$ cat src/rtl/score_ctrl_if.sv
// Signal bundle between the game engine/keys and score_ctrl: keys, mode and collision in; state, tick and display out.
// Pure wiring with no latency; nothing here can stall, so every signal is a plain level or a one-cycle pulse.
interface score_ctrl_if;
  logic [2:0] KEY;
  logic       Mode_Switch;
  logic       collision;
  logic [1:0] status_led;
  logic       score_tick;
  logic [3:0] digit0;
  logic [3:0] digit1;
  logic [3:0] digit2;
  logic [3:0] digit3;
  logic       show_high;
  logic       new_record;

  modport master (
    output KEY, Mode_Switch, collision,
    input  status_led, score_tick, digit0, digit1, digit2, digit3, show_high, new_record
  );

  modport slave (
    input  KEY, Mode_Switch, collision,
    output status_led, score_tick, digit0, digit1, digit2, digit3, show_high, new_record
  );
endinterface

$ cat src/rtl/score_ctrl.sv
// Dino game flow: IDLE/RUN/OVER FSM, speed-selectable score prescaler, saturating BCD score and high score.
// State and flags change on the edge that samples their cause; digits are combinational from flops; no backpressure.
module score_ctrl #(
  parameter int TICK_DIV    = 50000000,
  parameter int BLINK_TICKS = 2
) (
  input  logic         CLK,
  input  logic         RESET_N,
  score_ctrl_if.slave  bus
);

  localparam int AW = $clog2(TICK_DIV + 2);
  localparam int BW = (BLINK_TICKS > 1) ? $clog2(BLINK_TICKS) : 1;

  typedef enum logic [1:0] {
    IDLE = 2'd0,
    RUN  = 2'd1,
    OVER = 2'd3
  } state_t;

  state_t          state_q, state_d;
  logic [2:0]      prev_key_q, prev_key_d;
  logic [AW-1:0]   acc_q, acc_d;
  logic [15:0]     score_q, score_d;
  logic [15:0]     high_q, high_d;
  logic [BW-1:0]   blink_q, blink_d;
  logic            show_high_q, show_high_d;
  logic            new_record_q, new_record_d;
  logic            score_tick_q, score_tick_d;

  logic [2:0]      rise;
  logic [AW-1:0]   acc_step;
  logic [AW-1:0]   acc_sum;
  logic            tick;
  logic [15:0]     disp;

  assign rise     = bus.KEY & ~prev_key_q;
  assign acc_step = bus.Mode_Switch ? AW'(1) : AW'(2);
  assign acc_sum  = acc_q + acc_step;
  assign tick     = (state_q != IDLE) && (acc_sum >= AW'(TICK_DIV));

  // Four-digit BCD increment that sticks at 9999.
  function automatic logic [15:0] bcd_inc(input logic [15:0] v);
    logic [15:0] r;
    logic        carry;
    if (v == 16'h9999) begin
      return v;
    end
    r     = v;
    carry = 1'b1;
    for (int i = 0; i < 4; i++) begin
      if (carry) begin
        if (r[4*i +: 4] >= 4'd9) begin
          r[4*i +: 4] = 4'd0;
        end else begin
          r[4*i +: 4] = r[4*i +: 4] + 4'd1;
          carry       = 1'b0;
        end
      end
    end
    return r;
  endfunction

  always_ff @(posedge CLK or negedge RESET_N) begin
    if (!RESET_N) begin
      state_q <= IDLE;
    end else begin
      state_q <= state_d;
    end
  end

  always_comb begin
    state_d = state_q;
    case (state_q)
      IDLE:    if (rise[0]) state_d = RUN;
      RUN: begin
        if (rise[1])            state_d = IDLE;
        else if (bus.collision) state_d = OVER;
      end
      OVER:    if (rise[1]) state_d = IDLE;
      default: state_d = IDLE;
    endcase
  end

  always_comb begin
    prev_key_d   = bus.KEY;
    acc_d        = (state_q == IDLE || state_d == IDLE || tick) ? '0 : acc_sum;
    score_d      = score_q;
    high_d       = high_q;
    blink_d      = blink_q;
    show_high_d  = show_high_q;
    new_record_d = new_record_q;
    score_tick_d = 1'b0;
    case (state_q)
      IDLE: begin
        if (rise[2]) high_d = '0;
        if (rise[0]) begin
          score_d     = '0;
          show_high_d = 1'b0;
        end
      end
      RUN: begin
        if (rise[1]) begin
          score_d     = '0;
          show_high_d = 1'b1;
        end else if (bus.collision) begin
          // Game ends on this edge; a coincident tick is dropped.
          show_high_d  = 1'b0;
          blink_d      = '0;
          new_record_d = (score_q > high_q);
          if (score_q > high_q) high_d = score_q;
        end else if (tick) begin
          score_d      = bcd_inc(score_q);
          score_tick_d = 1'b1;
        end
      end
      OVER: begin
        if (rise[1]) begin
          score_d      = '0;
          new_record_d = 1'b0;
          show_high_d  = 1'b1;
        end else if (tick) begin
          if (blink_q == BW'(BLINK_TICKS - 1)) begin
            blink_d     = '0;
            show_high_d = ~show_high_q;
          end else begin
            blink_d = blink_q + BW'(1);
          end
        end
      end
      default: ;
    endcase
  end

  always_ff @(posedge CLK or negedge RESET_N) begin
    if (!RESET_N) begin
      prev_key_q   <= '0;
      acc_q        <= '0;
      score_q      <= '0;
      high_q       <= '0;
      blink_q      <= '0;
      show_high_q  <= 1'b1;
      new_record_q <= 1'b0;
      score_tick_q <= 1'b0;
    end else begin
      prev_key_q   <= prev_key_d;
      acc_q        <= acc_d;
      score_q      <= score_d;
      high_q       <= high_d;
      blink_q      <= blink_d;
      show_high_q  <= show_high_d;
      new_record_q <= new_record_d;
      score_tick_q <= score_tick_d;
    end
  end

  always_comb begin
    disp           = show_high_q ? high_q : score_q;
    bus.status_led = state_q;
    bus.score_tick = score_tick_q;
    bus.show_high  = show_high_q;
    bus.new_record = new_record_q;
    bus.digit0     = disp[15:12];
    bus.digit1     = disp[11:8];
    bus.digit2     = disp[7:4];
    bus.digit3     = disp[3:0];
  end

endmodule

$ cat src/flat_wrapper.sv
// flat-port wrapper written by rule: the top's interface ports become plain ports
module score_ctrl_flat 
#(
  parameter int TICK_DIV    = 50000000,
  parameter int BLINK_TICKS = 2
)
  (CLK, RESET_N, bus_KEY, bus_Mode_Switch, bus_collision, bus_status_led, bus_score_tick, bus_digit0, bus_digit1, bus_digit2, bus_digit3, bus_show_high, bus_new_record);
  score_ctrl_if bus_i ();
  input  logic CLK;
  input  logic RESET_N;
  input wire logic [$bits(bus_i.KEY)-1:0] bus_KEY;
  input wire logic [$bits(bus_i.Mode_Switch)-1:0] bus_Mode_Switch;
  input wire logic [$bits(bus_i.collision)-1:0] bus_collision;
  output wire logic [$bits(bus_i.status_led)-1:0] bus_status_led;
  output wire logic [$bits(bus_i.score_tick)-1:0] bus_score_tick;
  output wire logic [$bits(bus_i.digit0)-1:0] bus_digit0;
  output wire logic [$bits(bus_i.digit1)-1:0] bus_digit1;
  output wire logic [$bits(bus_i.digit2)-1:0] bus_digit2;
  output wire logic [$bits(bus_i.digit3)-1:0] bus_digit3;
  output wire logic [$bits(bus_i.show_high)-1:0] bus_show_high;
  output wire logic [$bits(bus_i.new_record)-1:0] bus_new_record;
  assign bus_i.KEY = bus_KEY;
  assign bus_i.Mode_Switch = bus_Mode_Switch;
  assign bus_i.collision = bus_collision;
  assign bus_status_led = bus_i.status_led;
  assign bus_score_tick = bus_i.score_tick;
  assign bus_digit0 = bus_i.digit0;
  assign bus_digit1 = bus_i.digit1;
  assign bus_digit2 = bus_i.digit2;
  assign bus_digit3 = bus_i.digit3;
  assign bus_show_high = bus_i.show_high;
  assign bus_new_record = bus_i.new_record;
  score_ctrl #(.TICK_DIV(TICK_DIV), .BLINK_TICKS(BLINK_TICKS)) u_core (.CLK(CLK), .RESET_N(RESET_N), .bus(bus_i));
endmodule
$ cat config.mk
export PLATFORM = sky130hd
export DESIGN_NAME = score_ctrl_flat
export DESIGN_NICKNAME = d
export VERILOG_FILES = /design/src/rtl/score_ctrl_if.sv /design/src/rtl/score_ctrl.sv /design/src/flat_wrapper.sv
export SDC_FILE = /design/constraint.sdc
export NUM_CORES = 1
export LEC_CHECK = 0
export ABC_AREA = 0
export CORE_ASPECT_RATIO = 0.7
export CORE_UTILIZATION = 25
export DETAILED_ROUTE_END_ITERATION = 16
export HOLD_SLACK_MARGIN = 0.12
export PLACE_DENSITY = 0.42
export SLEW_MARGIN = 10
export SYNTH_ARGS = -nofsm -noshare
export SYNTH_HDL_FRONTEND = slang
export SYNTH_SLANG_ARGS = --single-unit
export TNS_END_PERCENT = 50
$ cat constraint.sdc
create_clock -name CLK -period 2.97 [get_ports CLK]
set_input_delay 0.297 -clock CLK [delete_from_list [all_inputs] [get_ports CLK]]
set_output_delay 0.297 -clock CLK [all_outputs]
set_load 0.005 [all_outputs]
# After elaboration in Yosys (flattened, before gate mapping)
# Index checks and enable logic that the tools add are counted.
[totals]
reg_bits = 67
wordCells = 136
[classes]
add_sub_neg = 6
n_lt_le_gt_ge = 6
eq_ne = 20
muxes = 72
n_bitwise = 3
n_reduce_logical = 17
[op_table]
columns = ["operator", "n"]
rows = [
  ["16-bit two-way mux", 11],
  ["16-bit one-hot mux with 3 select lines", 1],
  ["1-bit two-way mux", 42],
  ["16-bit one-hot mux with 2 select lines", 1],
  ["4-bit two-way mux", 7],
  ["26-bit adder", 1],
  ["26-bit greater-or-equal comparator (second input constant)", 1],
  ["26-bit two-way mux", 1],
  ["7-bit AND reduction", 3],
  ["4-bit by 1-bit adder with 4-bit output (second input constant)", 4],
  ["16-bit equality test (second input constant)", 1],
  ["4-bit greater-or-equal comparator (second input constant)", 4],
  ["16-bit > comparator", 1],
  ["5-bit AND reduction", 3],
  ["4-bit by 1-bit inequality test with 1-bit output (second input constant)", 3],
  ["2-bit two-way mux", 5],
  ["2-bit by 1-bit inequality test with 1-bit output (second input constant)", 5],
  ["3-bit by 1-bit inequality test with 1-bit output (second input constant)", 3],
  ["2-bit inequality test (second input constant)", 3],
  ["3-bit by 2-bit inequality test with 1-bit output (second input constant)", 2],
  ["2-bit one-hot mux with 3 select lines", 1],
  ["6-bit AND reduction", 1],
  ["2-bit nonzero test", 3],
  ["2-bit zero test", 2],
  ["13 further kinds", 15],
]

# Longest topological paths before layout
# Gate-level depths: netlist of run 1.
[logic_depth]
word_depth = 31
depth_mapped = 13
mapped_depth_nobuf = 11

# Worst setup path before layout of run 1
# Ideal clock, no wire load.
[synth_path]
path_kind = "flip-flop to flip-flop"
startpoint = "register u_core.acc_q[0]"
endpoint = "register u_core.score_q[12]"
t_arrival_ns = 2.987
path_slack_ns = -0.142
stages_incl_launch_ff = 12
period_less_slack_ns = 3.112
cell_sequence = "dfrtp_1 ha_1 fa_1 and3_1 clkbuf_1 nand3_1 nor4_1 a31oi_1 o31ai_4 a21oi_4 nor3_4 mux2_2"
[synth_via]
elab_chain_len = 5
[synth_rtl]
columns = ["element", "line_no", "source"]
rows = [
  ["start: declaration", "score_ctrl.sv:23", "logic [AW-1:0] acc_q, acc_d;"],
  ["start signal: assignment", "score_ctrl.sv:138", "acc_q <= '0;"],
  ["start signal: assignment", "score_ctrl.sv:147", "acc_q <= acc_d;"],
  ["26-bit adder", "score_ctrl.sv:39", "assign acc_sum = acc_q + acc_step;"],
  ["26-bit greater-or-equal comparator", "score_ctrl.sv:40", "assign tick = (state_q != IDLE) && (acc_sum >= AW'(TICK_DIV));"],
  ["1-bit logical AND", "score_ctrl.sv:40", ""],
  ["3-bit by 1-bit inequality test with 1-bit output (no line)", "-", ""],
  ["7-bit AND reduction (no line)", "-", ""],
  ["end signal: assignment", "score_ctrl.sv:148", "score_q <= score_d;"],
  ["end: declaration", "score_ctrl.sv:24", "logic [15:0] score_q, score_d;"],
]
# Every way passes these cells.
# A chain may end at the register's enable or synchronous reset.

# Worst setup path after layout of run 1
[layout_path]
startpoint = "register u_core.acc_q[0]"
endpoint = "register u_core.score_q[7]"
# The elaborated chain is that of the path after synthesis.

==> results of run 1 <==
==> per-layer routing <==
layer / vias to the layer above / global-route usage [%]
li1: 1935 / -
met3: 12 / 3.236
met5: - / 0
met1: 1958 / 21.49
met2: 57 / 21.01
met4: 0 / 4.214
==> worst max path at each step <==
stage               startpoint                 end  slack [ns]  cells past startpoint
6_report       u_core.acc_q[0]   u_core.score_q[7]        0.01                     12
5_1_grt        u_core.acc_q[0]  u_core.score_q[14]       -0.14                     12
4_1_cts        u_core.acc_q[0]   u_core.score_q[7]       -0.05                     11
3_5_place_dp   bus_Mode_Switch   u_core.score_q[7]       -0.64                     13
3_3_place_gp   bus_Mode_Switch   u_core.score_q[7]       -0.48                     13
2_1_floorplan  u_core.acc_q[0]  u_core.score_q[14]       -0.02                     12
==> worst max-delay path, stage by stage, from the launching register on <==
cell	delay [ns]
dfrtp_1	0.36
ha_2	0.20
fa_2	0.41
and3_4	0.20
buf_4	0.15
and3_1	0.17
o32ai_2	0.17
a221oi_2	0.15
o31ai_4	0.31
a21oi_4	0.14
buf_4	0.21
o31ai_4	0.26
o41ai_2	0.11
==> metrics by stage <==
stage          setup slack [ns]  TNS [ns]  hold slack (ns)  power [mW]  instances
2_1_floorplan          -0.02088  -0.02088         0.001409       1.825        511
3_3_place_gp            -0.4849    -16.62           0.3751       2.292        809
3_5_place_dp            -0.6355    -20.52           0.3832       2.301        809
4_1_cts                -0.05334   -0.2235           0.4373       3.515        827
5_1_grt                 -0.1359   -0.9067           0.4370       3.796        830
6_report                0.01092         0           0.4414       3.548        830
==> synth_stat cells (all sizes together), types with 5 or more instances <==
| cell | number | area [um^2] |
|---|---|---|
| a21oi | 9 | 56.31 |
| nand2 | 79 | 296.5 |
| nor3 | 12 | 71.32 |
| a21o | 7 | 52.55 |
| mux2 | 10 | 112.6 |
| nor4 | 7 | 43.79 |
| xnor2 | 13 | 113.9 |
| nand3 | 20 | 100.1 |
| nor2 | 61 | 229.0 |
| dfrtp | 66 | 1652 |
| mux2i | 19 | 190.2 |
| clkbuf | 11 | 41.29 |
| nor3b | 5 | 37.54 |
| buf | 5 | 23.77 |
| xor2 | 12 | 105.1 |
| inv | 35 | 131.4 |
| ha | 30 | 375.4 |
| nand4 | 5 | 37.53 |
| and3 | 8 | 50.05 |
| o21ai | 25 | 125.1 |
| nor2b | 8 | 50.05 |
| o31ai | 7 | 66.31 |
| nand2b | 5 | 38.78 |
==> state kept, by name, indices dropped and copies added (netlist names) <==
signal,count
u_core.acc_q,26
u_core.high_q,16
u_core.score_q,16
u_core.prev_key_q,3
u_core.bus.status_led,2
u_core.blink_q,1
u_core.bus.new_record,1
u_core.bus.score_tick,1
u_core.bus.show_high,1
==> where the power goes <==
| part | switching, mW | internal (mW) | leakage, nW |
|---|---|---|---|
| registers | 0.147 | 1.00 | 0.916 |
| logic | 0.672 | 0.571 | 1.52 |
| clock network | 0.423 | 0.737 | 0.143 |
| total | 1.24 | 2.31 | 2.58 |
==> layout make-up <==
class / count / share of cell area (%)
Clock buffer: 12 / 3.924
Multi-Input combinational cell: 393 / 46.82
Timing Repair Buffer: 88 / 13.19
Inverter: 35 / 2.180
Clock inverter: 4 / 1.246
Tap cell: 231 / 4.797
Sequential cell: 67 / 27.84
==> what timing repair did <==
action / in CTS / in global routing
setup buffers: 1 / 2
pin swaps: 7 / 10
resized for setup: 16 / 36
endpoints found under the hold margin: 25 / 0
setup endpoints to repair: 42 / 58
gates cloned: 0 / 1
hold buffers: 1 / 0
==> cell families (layout without fill, tap and decap cells) <==
group / Yosys count / count (layout) / share of synthesized area, %
buffers and inverters: 51 / 139 / 4.420
adder cells (fa/ha/maj): 31 / 31 / 8.896
AND/OR/NAND/NOR: 230 / 230 / 24.94
multiplexers: 29 / 29 / 6.813
flip-flops: 67 / 67 / 37.75
AO/OA/AOI/OAI: 78 / 78 / 12.25
XOR/XNOR: 25 / 25 / 4.927
==> impl_metrics.toml, run 1 <==
[run_status]
status = "completed"

[cells_and_area]
fill_cells = 1794
nets = 632
mostFrequentLayoutCells = "nand2_1 (79), dfrtp_1 (66), nor2_1 (56)"
multi_input_area_um2 = 2821
layout_commonest_cell = "nand2_1"
area_growth_pct = 35.59
final-seq-area_um2 = 1678
design_area_um2 = 6026
final_util_pct = 34.90
antenna_cells = 0
layout-drive-gt1-share_pct = 21.70

[detailed_routing]
viasPerCell = 4.773
maxUsedRoutingLayer = "met4"
drt-initial-drc-count = 187
route.met3.wl_um = 386
drt-pass1-iter-count = 4
met2WireLength_mm = 5.447
wl_per_cell_um = 15.56
drc = 0
vias = 3962
met1_length_mm = 6.924
detail-route-antenna-nets = 0
drt_wl_total_mm = 12.92

[worst_setup_path]
cp-start-kind = "flop"
critPathKind = "flop to flop"
rr_endpoint = "u_core.score_q[7]"
cp.required_ns = 3.19
cp-end-kind = "flop"
reg2reg_from = "u_core.acc_q[0]"
crit_arrival_ns = 3.18
r2r_setup_slack_ns = 0.01
crit_fanout = 9
r2r_cells = 12

[timing]
fmax_mhz = 337.9
rsz0062_at_grt = "true"
relSlewSlack_pct = 47.42
skew_ns = 0.01046
hold_viol = 0
min_period_ns = 2.959
worst_pin_slew_ns = 0.7863
period_share_pct = 99.63
finalSetupViolCount = 0
slew_viol_final = 0

[pwr]
ir_worst_vdd_v = 0.0002719
power.density_nw_per_um2 = 588.8
power.static_leakage_nw = 2.578

[floorplanning]
start_util_pct = 25.74
core_area_um2 = 17270
ioPinCount = 28
fp.dieH_um = 113.6
rows = 40
die_area_um2 = 18320
die_x_um = 161.4

[clock_tree]
ctsLongestPathBuffers = 2
clk_pin_slew_ns = 0.06
cts_tree = "built"
clock_latency_ns = 0.34
htree_levels = 3
cts.sinks = 67
root_buffer = "clkbuf_16"
numCtsBuffers = 9

[logic_synthesis]
synth-edff-count = 0
yosysUniqueCellTypes = 58
synth.avg_cell_area_um2 = 8.697
ys_seq_area_share_pct = 37.75
syn_area_um2 = 4444
ys_seq_elements = 67
ys.flop_type = "dfrtp_1"
synth_nets = 549
ys_warn_count = 0
synthCells = 511
async_reset_ff_share_pct = 100.0

[grt]
grt_use_total_pct = 14.56
grt_pass1_vias = 3954
antenna_found_initial = 0
overflow = 0
grt_pass1_wl_mm = 20.87
grt_max_degree = 42

[worst_hold_path]
holdPathStages = 1
hold_end = "u_core.prev_key_q[0]"
hp-start = "bus_KEY[0]"
hp-class = "input port to flop"

[placement]
portBuffers = 27
dp_hpwl_mm = 9.221
placedInstanceArea_um2 = 5411
gp_congestion = 0.8692

[run]
cap_violations = 0
No activity file was read; power rests on OpenSTA's default activity.
==> run 2: changes to the inputs <==
CORE_UTILIZATION = 54   (was 25)
PLACE_DENSITY = 0.77   (was 0.42)
==> run 2 against run 1 <==
The run now ends with negative setup slack left. Worst setup slack worse by 0.13 ns. Wire length decreased by 3.0%. Clock skew shrank 0.0051 ns. Global-route usage grew 15 points. Utilization up 38 points. Register-to-register slack got worse by 0.13 ns. Highest routed layer unchanged.
==> impl_metrics.toml, run 2 (same netlist as run 1, synthesis figures left out) <==
[timing]
skew_ns = 0.005345
hold_viol = 0
rsz0062_at_grt = "true"
finalSetupViolCount = 13
slew_viol_final = 0
relSlewSlack_pct = 37.47
fin_ws_ns = -0.1149
fmax_mhz = 324.2
period_share_pct = 103.9
worst_pin_slew_ns = 0.9294
min_period_ns = 3.085

[clock_tree]
htree_levels = 3
numCtsBuffers = 9
clock_latency_ns = 0.33
root_buffer = "clkbuf_16"
ctsLongestPathBuffers = 2
cts.sinks = 67
clk_pin_slew_ns = 0.05
cts_tree = "built"

[floorplanning]
core_area_um2 = 7905
start_util_pct = 56.22
die_area_um2 = 8603
rows = 27
ioPinCount = 28
fp.dieH_um = 77.90
die_x_um = 110.4

[detailed_routing]
drt_wl_total_mm = 12.53
vias = 4128
drc = 0
drt-initial-drc-count = 433
viasPerCell = 5.889
wl_per_cell_um = 17.88
detail-route-antenna-nets = 0
drt-pass1-iter-count = 5

[pwr]
p_int_mw = 2.117
p_sw_mw = 1.196
clockPowerShare_pct = 29.3
p_sw_share_pct = 36.11
power.density_nw_per_um2 = 578.4
ir_worst_vdd_v = 0.0005723
p_seq_share_pct = 35.6
combPwrFrac_pct = 35.1
power_mw = 3.314
power.static_leakage_nw = 2.587

[worst_setup_path]
rr_endpoint = "u_core.score_q[4]"
cp-start-kind = "flop"
r2r_cells = 11
cp-end-kind = "flop"
crit_fanout = 6
crit_arrival_ns = 3.30
r2r_setup_slack_ns = -0.11
reg2reg_from = "u_core.acc_q[0]"
critPathKind = "flop to flop"
cp.required_ns = 3.18

[cells_and_area]
fill_cells = 592
mostFrequentLayoutCells = "nand2_1 (79), dfrtp_1 (66), nor2_1 (59)"
area_growth_pct = 28.91
fin_cells = 701
largest_reg_flops = 26
nets = 634
design_area_um2 = 5729
antenna_cells = 0
regMostFlops = "u_core.acc_q"
final_util_pct = 72.48
layout-drive-gt1-share_pct = 21.33
layout_commonest_cell = "nand2_1"
top_regs = "u_core.acc_q (26), u_core.high_q (16), u_core.score_q (16)"

[worst_hold_path]
hp-class = "input port to flop"
hold_end = "u_core.prev_key_q[0]"
hp-start = "bus_KEY[0]"
holdPathStages = 1

[placement]
placedInstanceArea_um2 = 5251
portBuffers = 27
dp_hpwl_mm = 8.877
dp.cells = 681
gp_congestion = 0.9426

[grt]
grt_max_degree = 37
overflow = 0
grt_pass1_wl_mm = 20.20
grt_use_total_pct = 29.89
antenna_found_initial = 0
grt_pass1_vias = 4013

[run_status]
status = "finished, violations left"
violations = "negative setup slack"

[run]
cap_violations = 0
run 2: changes by cell type in the layout (fill, tap and decap cells not counted), sizes merged:
cell    previous run  this run
clkbuf            13        10
clkinv             0         3
buf               60        62
bufinv             2         0
a21oi              9        10
run 2: how the worst max path moves through the flow:
stage                          from                 end  cells past startpoint
finish              u_core.acc_q[0]   u_core.score_q[4]                     11
global route        u_core.acc_q[0]   u_core.score_q[4]                     12
CTS                 u_core.acc_q[0]  u_core.score_q[14]                     10
detailed placement  bus_Mode_Switch  u_core.score_q[14]                     12
global placement    bus_Mode_Switch   u_core.score_q[4]                     13
floorplan           u_core.acc_q[0]  u_core.score_q[14]                     12
run 2: final cells by class:
cell class / count / area, um^2 / area share [%]
multi-input combinational: 394 / 2755 / 48.09
clock buffer: 10 / 239.0 / 4.171
timing repair buffer: 89 / 769.5 / 13.43
tap: 101 / 126.4 / 2.206
clock inverter: 5 / 30.03 / 0.5241
inverter: 35 / 131.4 / 2.293
sequential: 67 / 1678 / 29.29
run 2: repair_timing:
action / in CTS / in global routing
pin swaps: 1 / 7
gates resized for setup: 15 / 24
hold buffers: 1 / 0
buffers inserted: 1 / 1
gates cloned: 1 / 1
hold endpoints to repair: 33 / 0
endpoints found under the setup margin: 43 / 43
run 2: power groups by stage:
stage | clock network (mW) | registers (mW) | logic, mW
after floorplan | 0 | 1.10 | 0.725
after global placement | 0 | 1.17 | 1.03
after detailed placement | 0 | 1.18 | 1.06
after CTS | 0.981 | 1.17 | 1.10
after global routing | 1.03 | 1.20 | 1.29
final | 0.970 | 1.18 | 1.16
run 2: through the flow:
step / TNS [ns] / hold WS, ns / setup WS [ns]
floorplan: -0.02088 / 0.001409 / -0.02088
global placement: -16.97 / 0.4172 / -0.4955
detailed placement: -17.97 / 0.4271 / -0.5613
CTS: -0.1320 / 0.4381 / -0.04899
global route: -3.737 / 0.4345 / -0.2220
finish: -0.9130 / 0.4444 / -0.1149
run 2: critical path, cell delays in order (launching register included):
cell and delay (ns):
dfrtp_1 0.37, ha_2 0.19, fa_2 0.46, nand3_2 0.16
nor3b_1 0.08, o2111ai_1 0.21, a22oi_1 0.14, a221oi_2 0.37
o31ai_4 0.11, a21oi_4 0.35, nand2b_4 0.21, mux2_2 0.32
run 2: routing by layer:
metal	GRT usage (%)	wire (um)	vias to the layer above
li1	-	-	1938
met1	44.78	5828	1977
met2	41.80	5314	199
met3	7.813	1282	14
met4	8.800	105	0
met5	0	0	-
==> run 3: changes to the inputs <==
ABC_CLOCK_PERIOD_IN_PS = 2970   (was not set)
==> results of run 3 <==
No change in the layout: final DEF, timing and power equal those of run 2.
